--- src/rtl/uart_pkg.sv ---
// Shared types and constants for the uart TX arbiter.
package uart_pkg;

  localparam int unsigned BEAT_CNT_W = 8;

  typedef enum logic [0:0] {
    IDLE  = 1'b0,
    GRANT = 1'b1
  } arb_state_t;

endpackage

--- src/rtl/rr_arbiter.sv ---
// Combinational round-robin picker: searches upward from last_grant+1, wrapping.
module rr_arbiter #(
  parameter int unsigned NUM_PORTS = 4,
  localparam int unsigned ID_W = $clog2(NUM_PORTS)
) (
  input  logic [NUM_PORTS-1:0] req,
  input  logic [ID_W-1:0]      last_grant,
  output logic [ID_W-1:0]      grant,
  output logic                 any_req
);

  logic found;

  always_comb begin
    grant = '0;
    found = 1'b0;
    for (int unsigned k = 1; k <= NUM_PORTS; k++) begin
      int unsigned idx;
      idx = (32'(last_grant) + k) % NUM_PORTS;
      if (!found && req[idx[ID_W-1:0]]) begin
        grant = idx[ID_W-1:0];
        found = 1'b1;
      end
    end
    any_req = |req;
  end

endmodule

--- src/rtl/uart_tx_arbiter.sv ---
// Round-robin AXI-Stream mux that hands the uart TX byte path to one requester at a time.
module uart_tx_arbiter
  import uart_pkg::*;
#(
  parameter int unsigned NUM_PORTS  = 4,
  parameter int unsigned DATA_WIDTH = 8,
  parameter int unsigned MAX_BEATS  = 64,
  localparam int unsigned ID_W = $clog2(NUM_PORTS)
) (
  input  logic                            clk,
  input  logic                            rst,
  input  logic [NUM_PORTS*DATA_WIDTH-1:0] s_axis_tdata,
  input  logic [NUM_PORTS-1:0]            s_axis_tvalid,
  input  logic [NUM_PORTS-1:0]            s_axis_tlast,
  output logic [NUM_PORTS-1:0]            s_axis_tready,
  output logic [DATA_WIDTH-1:0]           m_axis_tdata,
  output logic                            m_axis_tvalid,
  input  logic                            m_axis_tready,
  output logic [ID_W-1:0]                 grant_id,
  output logic                            busy
);

  localparam int unsigned MaxBeatsInt = MAX_BEATS;
  localparam logic [BEAT_CNT_W:0] MaxBeatsW = MaxBeatsInt[BEAT_CNT_W:0];
  localparam int unsigned LastInit = NUM_PORTS - 1;

  arb_state_t            state_q, state_d;
  logic [ID_W-1:0]       grant_q, grant_d;
  logic [ID_W-1:0]       last_q, last_d;
  logic [BEAT_CNT_W-1:0] beat_q, beat_d;

  logic [ID_W-1:0]       rr_grant;
  logic                  rr_any;
  logic                  sel_valid, sel_last, accept, burst_done;
  logic [BEAT_CNT_W:0]   beat_wide;

  rr_arbiter #(
    .NUM_PORTS (NUM_PORTS)
  ) u_rr_arbiter (
    .req        (s_axis_tvalid),
    .last_grant (last_q),
    .grant      (rr_grant),
    .any_req    (rr_any)
  );

  assign sel_valid  = s_axis_tvalid[grant_q];
  assign sel_last   = s_axis_tlast[grant_q];
  assign beat_wide  = {1'b0, beat_q} + 1'b1;
  assign burst_done = (beat_wide == MaxBeatsW);

  always_comb begin
    m_axis_tdata  = s_axis_tdata[32'(grant_q)*DATA_WIDTH +: DATA_WIDTH];
    m_axis_tvalid = (state_q == GRANT) && sel_valid;
    s_axis_tready = '0;
    if (state_q == GRANT) begin
      s_axis_tready[grant_q] = m_axis_tready;
    end
    accept   = m_axis_tvalid && m_axis_tready;
    busy     = (state_q == GRANT);
    grant_id = grant_q;
  end

  always_comb begin
    state_d = state_q;
    grant_d = grant_q;
    last_d  = last_q;
    beat_d  = beat_q;
    unique case (state_q)
      IDLE: begin
        if (rr_any) begin
          state_d = GRANT;
          grant_d = rr_grant;
          beat_d  = '0;
        end
      end
      GRANT: begin
        if (accept) begin
          beat_d = (beat_q == '1) ? beat_q : beat_wide[BEAT_CNT_W-1:0];
          // Releasing owner becomes lowest priority in the next round.
          if (sel_last || burst_done) begin
            state_d = IDLE;
            last_d  = grant_q;
          end
        end
      end
      default: state_d = IDLE;
    endcase
  end

  always_ff @(posedge clk) begin
    if (rst) begin
      state_q <= IDLE;
      grant_q <= '0;
      last_q  <= LastInit[ID_W-1:0];
      beat_q  <= '0;
    end else begin
      state_q <= state_d;
      grant_q <= grant_d;
      last_q  <= last_d;
      beat_q  <= beat_d;
    end
  end

endmodule

--- config.mk ---
export PLATFORM = sky130hd
export DESIGN_NAME = uart_tx_arbiter
export DESIGN_NICKNAME = d
export VERILOG_FILES = /design/src/rtl/uart_pkg.sv /design/src/rtl/rr_arbiter.sv /design/src/rtl/uart_tx_arbiter.sv
export SDC_FILE = /design/constraint.sdc
export NUM_CORES = 1
export LEC_CHECK = 0
export ABC_AREA = 1
export CORE_UTILIZATION = 40
export DETAILED_ROUTE_END_ITERATION = 16
export PLACE_DENSITY = 0.8
export REMOVE_ABC_BUFFERS = 1
export SLEW_MARGIN = 0
export SYNTH_ARGS = -nofsm -noshare
export SYNTH_HDL_FRONTEND = slang
export SYNTH_SLANG_ARGS = --single-unit
export TNS_END_PERCENT = 100
--- constraint.sdc ---
create_clock -name clk -period 1.95 [get_ports clk]
set_input_delay 0.4875 -clock clk [delete_from_list [all_inputs] [get_ports clk]]
set_output_delay 0.4875 -clock clk [all_outputs]
set_load 0.05 [all_outputs]
After elaboration in Yosys (flattened, before gate mapping)
Cells that the tools add are included.
W data, S select, Z words.
- add/sub/neg operators: 5
- mux-type cells: 30
- bitwise operators: 2
- shift operators: 1
- $lt $le $gt $ge: 6
- equal/unequal tests: 5
- reductions and logical operators: 14
- operators by type and width (kind ; number):
    $shiftx A32 B6 Y8 ; 1
    $mux W8 ; 3
    $pmux W8 S2 ; 1
    $lt A2 B3 Y1 const B ; 5
    $mux W1 ; 13
    $bmux W1 S2 ; 6
    $add A8 B1 Y9 const B ; 1
    $eq A9 B7 Y1 const B ; 1
    $eq A8 B8 Y1 const B ; 1
    $mux W2 ; 4
    $logic_and A1 B1 Y1 ; 6
    $reduce_and A3 Y1 ; 2
    $add A2 B1 Y2 const B ; 2
    $add A2 B2 Y2 const B ; 2
    $and A4 B4 Y4 ; 1
    $mux W4 ; 1
    $ne A2 B2 Y1 const B ; 2
    $reduce_or A4 Y1 ; 1
    $logic_not A1 Y1 ; 3
    $demux W1 S2 ; 1
    $ge A2 B1 Y1 const B ; 1
    $ne A2 B1 Y1 const B ; 1
    $pmux W1 S2 ; 1
    $reduce_and A2 Y1 ; 1
    2 further kinds ; 2
- input bits: 43
- flip-flop bits (word level): 13
- output and inout port bits: 16

Longest topological paths before layout
Gate-level depths: netlist of run 1.
- word-level depth: 13
- depth in mapped cells: 11
- mapped depth without buffers: 11

Modules after synthesis
From an unflattened synthesis of run 1, not the netlist that was laid out.
- cells, all modules: 204
- area total of the unflattened synthesis: 1320.0 µm²
- by module, submodules not included (module ; area each (µm²) ; cells an instance ; instances):
    uart_tx_arbiter ; 1018.5 ; 154 ; 1
    rr_arbiter ; 301.5 ; 50 ; 1

Worst setup path after synthesis of run 1
No wires, ideal clock.
- kind: register to output
- start point: register grant_q[0] (netlist: grant_id[0])
- end point: output port m_axis_tvalid
- setup slack: -0.558 ns
- path buffers: 1
- cell stages (with the launch flop): 8
- arrival: 2.020 ns
- cell sequence: dfxtp_1 > buf_2 > nand2_1 > inv_2 > nand2_1 > nand3_2 > inv_1 > nor2_1
- word-level cells in the longest chain between the ends: 3
- ends and longest elaborated chain (item ; line ; text):
    start: declaration ; uart_tx_arbiter.sv:28 ; logic [ID_W-1:0] grant_q, grant_d;
    start signal: assignment ; uart_tx_arbiter.sv:98 ; grant_q <= grant_d;
    $bmux W1 S2 ; uart_tx_arbiter.sv:46 ; assign sel_valid = s_axis_tvalid[grant_q];
    $mux W1 (not written as such) ; uart_tx_arbiter.sv:46 ;
    $logic_and A1 B1 Y1 ; uart_tx_arbiter.sv:53 ; m_axis_tvalid = (state_q == GRANT) && sel_valid;
    end: declaration ; uart_tx_arbiter.sv:17 ; output logic m_axis_tvalid,
No other way between the ends. The select of a mux whose other input is x is not followed.

Worst setup path after layout of run 1
- start point: register grant_q[1] (netlist: grant_id[1])
- end point: output port m_axis_tdata[4]
- word-level cells in the longest chain between the ends: 1
- ends and longest elaborated chain (item ; line ; text):
    $shiftx A32 B6 Y8 ; uart_tx_arbiter.sv:52 ; m_axis_tdata = s_axis_tdata[32'(grant_q)*DATA_WIDTH +: DATA_WIDTH];
    end: declaration ; uart_tx_arbiter.sv:16 ; output logic [DATA_WIDTH-1:0] m_axis_tdata,
No other way between the ends.

==> results of run 1 <==
power by group:
| part | total, mW | internal, mW | switching (mW) |
|---|---|---|---|
| Sequential | 0.304 | 0.279 | 0.0258 |
| Clock | 0.168 | 0.0762 | 0.0917 |
| Combinational | 0.819 | 0.387 | 0.432 |
| Total | 1.29 | 0.741 | 0.550 |
state kept, by name (all words and copies together) (netlist names):
name      count
beat_q        8
grant_id      2
last_q        2
busy          1
area by class of cell:
class | instances | share of cell area
Tap cell | 31 | 0.0182
Clock inverter | 1 | 0.00234
Sequential cell | 13 | 0.126
Multi-Input combinational cell | 159 | 0.398
Inverter | 24 | 0.0434
Clock buffer | 3 | 0.0105
Timing Repair Buffer | 76 | 0.401
per-stage QoR:
stage / TNS, ps / utilization / total power [mW] / cell area, µm² / cells
floorplan: -3740 / - / 0.673 / 1150 / 196
global placement: -376 / 0.735 / 1.07 / 2030 / 300
detailed placement: -792 / 0.735 / 1.08 / 2030 / 300
CTS: 0 / 0.751 / 1.25 / 2070 / 305
global route: -210 / 0.775 / 1.36 / 2140 / 307
finish: 0 / 0.775 / 1.29 / 2140 / 307
layer usage:
layer,vias up,GRT usage
met5,-,0
met4,0,0.0767
met3,5,0.0442
met2,74,0.432
met1,721,0.322
li1,813,-
cells in the mapped netlist, types with 2 or more instances:
master / n
inv_1: 21
nor2_4: 3
nand2_1: 66
o21ai_0: 13
nand3_1: 20
nand4_1: 3
a22oi_1: 10
nor2_1: 17
dfxtp_1: 13
inv_2: 3
o21ai_1: 2
nor2_2: 2
buf_2: 2
a21oi_1: 10
kinds of logic after synthesis:
| kind of cell | Yosys count |
|---|---|
| buf+inv | 27 |
| compound gates | 40 |
| simple gates | 118 |
| flops | 13 |
| fa+ha+maj | 1 |
worst max-delay path, stage by stage, from the launching register on:
cell and delay (ps):
dfxtp_4 380, inv_4 80, nor2_4 30, buf_4 170, a22oi_1 190, nand2_1 140
buf_12 170
path summary, 6_finish.rpt:
check	start	to	slack (ps)	cells after the start
worst min register to register	beat_q[7]	beat_q[7]	490	2
worst max register to register	beat_q[0]	beat_q[6]	190	9
worst min-delay path	beat_q[7]	beat_q[7]	490	2
worst max-delay path	grant_id[1]	m_axis_tdata[4]	20	6
cells in the final DEF (no fill, tap or decap), types with 2 or more instances in the layout:
cell and instances:
o21ai_0 13, o21ai_1 2, nand3_1 18, nor2_2 4, nor2_1 14, clkbuf_4 3, a22oi_2 5, dlygate4sd2_1 5
dfxtp_4 2, a22oi_1 5, clkdlybuf4s50_1 37, dfxtp_1 10, buf_12 15, nand2_2 2, inv_1 18, nand4_1 3
inv_2 5, a21oi_1 10, nor2_4 4, nand2_1 65, nand3_2 3, buf_4 19
repair_timing:
item | CTS | global route
buffers inserted | 1 | 2
pin swaps | 4 | 8
resized for setup | 13 | 14
setup endpoints to repair | 11 | 10
==> out/metrics.cfg, run 1 <==
[status]
status=finished clean

[sta]
holdWs_ps=489
setup_slack_ps=16.2
slew_headroom=0.741
setup_viol_count_final=0
finalHoldViolCount=0
skew_ps=10.3
rsz0062_at_grt=true
maxSlewViolCount=0
post-route-period-util=0.992
post-route-min-period_ps=1930
worst_pin_slew_ps=384
max_freq_mhz=517

[logic_synthesis]
synth_enable_flop_cells=0
async_reset_ff_frac=0
netlist_area_mm2=0.00116
synth_compound_area_frac=0.207
synth_xor_area_frac=0
synth.area.top_cells=dfxtp_1 22%, nand2_1 21%, nand3_1 8.6%
synth_fa_ha_area_frac=0.0108
yosys.area.top_type=dfxtp_1
yosysSeqAreaShare=0.224
synth-simple-area-share=0.468
avgSynthCellArea_um2=5.83
synth_top_family_by_area=simple AND/OR/NAND/NOR gates
muxShareOfSynthArea=0
synth_seq_cells=13
synth_top_area_frac=0.224
postSynthCellCount=199
ys.flop_type=dfxtp_1
yosys_warnings=0
yosysUniqueCellTypes=28

[clock_network]
clockBufferDepth=2
cts_num_sinks=13
ctsHoldBuffers=0
clock_latency_ps=280
h-tree-depth=1
clk_pin_slew_ps=90
cts_tree=yes
cts-root-buf=clkbuf_4
cts_made_buffers=3

[global_route]
grt_pass1_wl_um=6360
overflow=0
grt_pass1_vias=1443
track_usage=0.252
grt_max_degree=13
grt_antenna_before_repair=0

[finish]
syn2layout_area_growth_pct=84.1
multi_input_area_um2=851
nNetsFinal=321
regArea_um2=269
drive_gt1_frac=0.250
nFillCells=202
n_antenna_cell=0

[worst_hold_path]
hp-class=reg -> reg

[placement]
dp_slack_ps=-178
gp_routability_congestion=0.901
hpwl_um=3110
io_buffers=58

[critical_path]
worstPathMaxFanout=9
startpoint_type=flop
critical_path_required_ps=1460
arrival_ps=1450
end_kind=primary output
path_class=reg -> out

[routing]
viasPerCell=5.25
dr.pass1.iters=6
met1_length_um=1790
routed-wl-met3_um=340
vias=1613
drc=0
drtIter0Drc=42
totalWireLength_um=4200
top_layer_used=met4
drt.antenna.violating_nets=0
wl_met2_um=2030
wl_per_cell_um=13.7

[die]
pin_count=59
core_area_mm2=0.00276
dieWidth_um=55.9
fp.dieH_um=55.9
initial_core_util=0.421
die-area_mm2=0.00312
rows=19

[power_and_ir_drop]
vdd_ir_drop_max_v=0.000586
p_per_area_mw_per_mm2=605
p_leak_nw=0.976

[job]
maxCapViolations=0

(Power assumes the default switching activity.)
==> run 2, diff against run 1 <==
--- a/config.mk
+++ b/config.mk
@@ -6,6 +6,8 @@
 export NUM_CORES = 1
 export LEC_CHECK = 0
 export ABC_AREA = 1
+export CAP_MARGIN = 10
+export CORE_MARGIN = 1.5
 export CORE_UTILIZATION = 40
 export DETAILED_ROUTE_END_ITERATION = 16
 export PLACE_DENSITY = 0.8
@@ -14,4 +16,3 @@
 export SYNTH_ARGS = -nofsm -noshare
 export SYNTH_HDL_FRONTEND = slang
 export SYNTH_SLANG_ARGS = --single-unit
-export TNS_END_PERCENT = 100
==> run 2 against run 1 <==
Utilization is 1.5 points lower. Routed wire length down 9.3%. Setup slack barely moved. Largest power group unchanged.
==> out/metrics.cfg, run 2 (synthesis results as in run 1) <==
[status]
status=finished clean

[routing]
drt.antenna.violating_nets=0  ; unchanged
vias=1534  ; -4.9%
dr.pass1.iters=4  ; -2
wl_per_cell_um=12.6  ; -7.8%
drc=0  ; unchanged
drtIter0Drc=80  ; +90%
viasPerCell=5.08  ; -3.3%
totalWireLength_um=3800  ; -9.3%

[clock_network]
ctsHoldBuffers=0  ; unchanged
clock_latency_ps=290  ; about the same
cts-root-buf=clkbuf_4
cts_tree=yes
clockBufferDepth=2  ; unchanged
cts_made_buffers=3  ; unchanged
clk_pin_slew_ps=90  ; about the same
h-tree-depth=1  ; unchanged
cts_num_sinks=13  ; unchanged

[placement]
io_buffers=58  ; unchanged
dp_slack_ps=-184  ; -5.94 ps
place_inst=297  ; -1.0%
hpwl_um=3060  ; -1.6%
gp_routability_congestion=0.839  ; -6.8%

[finish]
largest_register=beat_q
largest_reg_flops=8  ; unchanged
n_antenna_cell=0  ; unchanged
drive_gt1_frac=0.225  ; -0.0249
nNetsFinal=316  ; -1.6%
final_cell_mix=64 x nand2_1, 37 x clkdlybuf4s50_1, 20 x inv_1, 18 x nand3_1, 15 x buf_12
layout.cells.non_filler=302  ; -1.6%
final_common_cell=nand2_1
syn2layout_area_growth_pct=80.6

[power_and_ir_drop]
vdd_ir_drop_max_v=0.000662  ; +13%
p_leak_nw=0.962  ; -1.5%
clockPowerShare=0.135  ; +0.005
p_int_mw=0.730  ; -1.5%
swShare=0.422  ; -0.00428
comb_power_share=0.625  ; -0.009
switchingPower_mw=0.532  ; -3.3%
seqPwrFrac=0.241  ; +0.005
p_per_area_mw_per_mm2=602  ; -0.35%

[die]
initial_core_util=0.421  ; unchanged
rows=19  ; unchanged
fp.dieH_um=56.9  ; +1.8%
die-area_mm2=0.00323  ; +3.6%
pin_count=59  ; unchanged
core_area_mm2=0.00276  ; unchanged
dieWidth_um=56.9  ; +1.8%

[critical_path]
startpoint_type=flop
path_cells=inv_2 > nor2_4 > buf_4 > a22oi_1 > nand2_1 > buf_12
end_kind=primary output
r2r-start=beat_q[0]
worst-path-stages=6  ; unchanged
critical_path_required_ps=1460  ; about the same
cp.buffers_inverters=3  ; unchanged
max_stage_delay_ps=380  ; about the same
worstPathMaxFanout=5  ; -4
worst_r2r_endpoint=beat_q[6]
path_delay_family=buffers and inverters
setup.worst_path.end=m_axis_tdata[4]
reg2regPathDepth=9  ; unchanged
startpoint=grant_id[1]
path_class=reg -> out
cp_slowest_cell=dfxtp_4
arrival_ps=1450  ; about the same
ff2ff_setup_slack_ps=210  ; +20 ps

[sta]
setup_slack_ps=15.9  ; -0.255 ps
post-route-period-util=0.992  ; about the same
finalHoldViolCount=0  ; unchanged
slew_headroom=0.740  ; -0.000913
rsz0062_at_grt=true
post-route-min-period_ps=1930  ; +0.255 ps
maxSlewViolCount=0  ; unchanged
max_freq_mhz=517  ; about the same
skew_ps=11.2  ; +0.916 ps
setup_viol_count_final=0  ; unchanged
worst_pin_slew_ps=385  ; +1.36 ps

[global_route]
grt_util_met2=0.359  ; -0.0732
grt_pass1_wl_um=5890  ; -7.5%
grtUsageMet3=0.0438  ; -0.000407
top_usage_layer=met2
grt_antenna_before_repair=0  ; unchanged
grt_max_degree=13  ; unchanged
grt_pass1_vias=1295  ; -10%
track_usage=0.231  ; -0.0212
overflow=0  ; unchanged
met1_usage=0.329  ; +0.00683

[job]
maxCapViolations=0  ; unchanged

[worst_hold_path]
hp-class=reg -> reg
hold_depth=2  ; unchanged

==> run 2: worst min path at each step <==
stage	startpoint	slack (ps)	to
6_report	beat_q[7]	480	beat_q[7]
5_1_grt	beat_q[7]	520	beat_q[7]
4_1_cts	beat_q[7]	470	beat_q[7]
3_5_place_dp	beat_q[7]	460	beat_q[7]
3_3_place_gp	beat_q[7]	460	beat_q[7]
2_1_floorplan	beat_q[7]	450	beat_q[7]
==> run 2: tightest hold or removal path, cell delays in order, from the launching register on <==
cell and delay [ps]:
dfxtp_1 320, nand2_1 60, a21oi_1 50
==> run 2: per-layer routing <==
metal / up-vias / part of all wire
met1: 665 / 0.47
met2: 59 / 0.44
met4: 0 / 0.010
li1: 805 / -
met5: - / 0
met3: 5 / 0.075
==> run 2: cell type report <==
class	count	area, µm²
multi-input cells	159	843
repair buffers	71	827
fillers	219	663
flip-flops and latches	13	268
inverters	24	90.1
well taps	31	38.8
clock buffers	3	22.5
clock inverters	1	5.00
==> run 2: per-stage QoR <==
step	setup TNS (ps)	util	power, mW	hold slack [ps]	area [µm²]
3_5_place_dp	-581	0.726	1.07	463	2000
4_1_cts	0	0.741	1.25	475	2040
5_1_grt	-274	0.760	1.33	518	2090
2_1_floorplan	-3740	-	0.673	447	1150
3_3_place_gp	-332	0.726	1.07	464	2000
6_report	0	0.760	1.26	476	2090
==> run 2: power by group through the flow <==
stage,Sequential (mW),Clock (mW),Combinational (mW)
floorplan,0.329,0,0.343
global placement,0.308,0,0.761
detailed placement,0.308,0,0.764
CTS,0.304,0.175,0.767
global route,0.306,0.190,0.837
finish,0.304,0.170,0.788
==> run 2: repair_timing <==
action / in CTS / in global routing
endpoints found under the setup margin: 10 / 13
resized for setup: 12 / 11
cloned: 0 / 0
buffers inserted: 0 / 1
pin swaps: 3 / 10
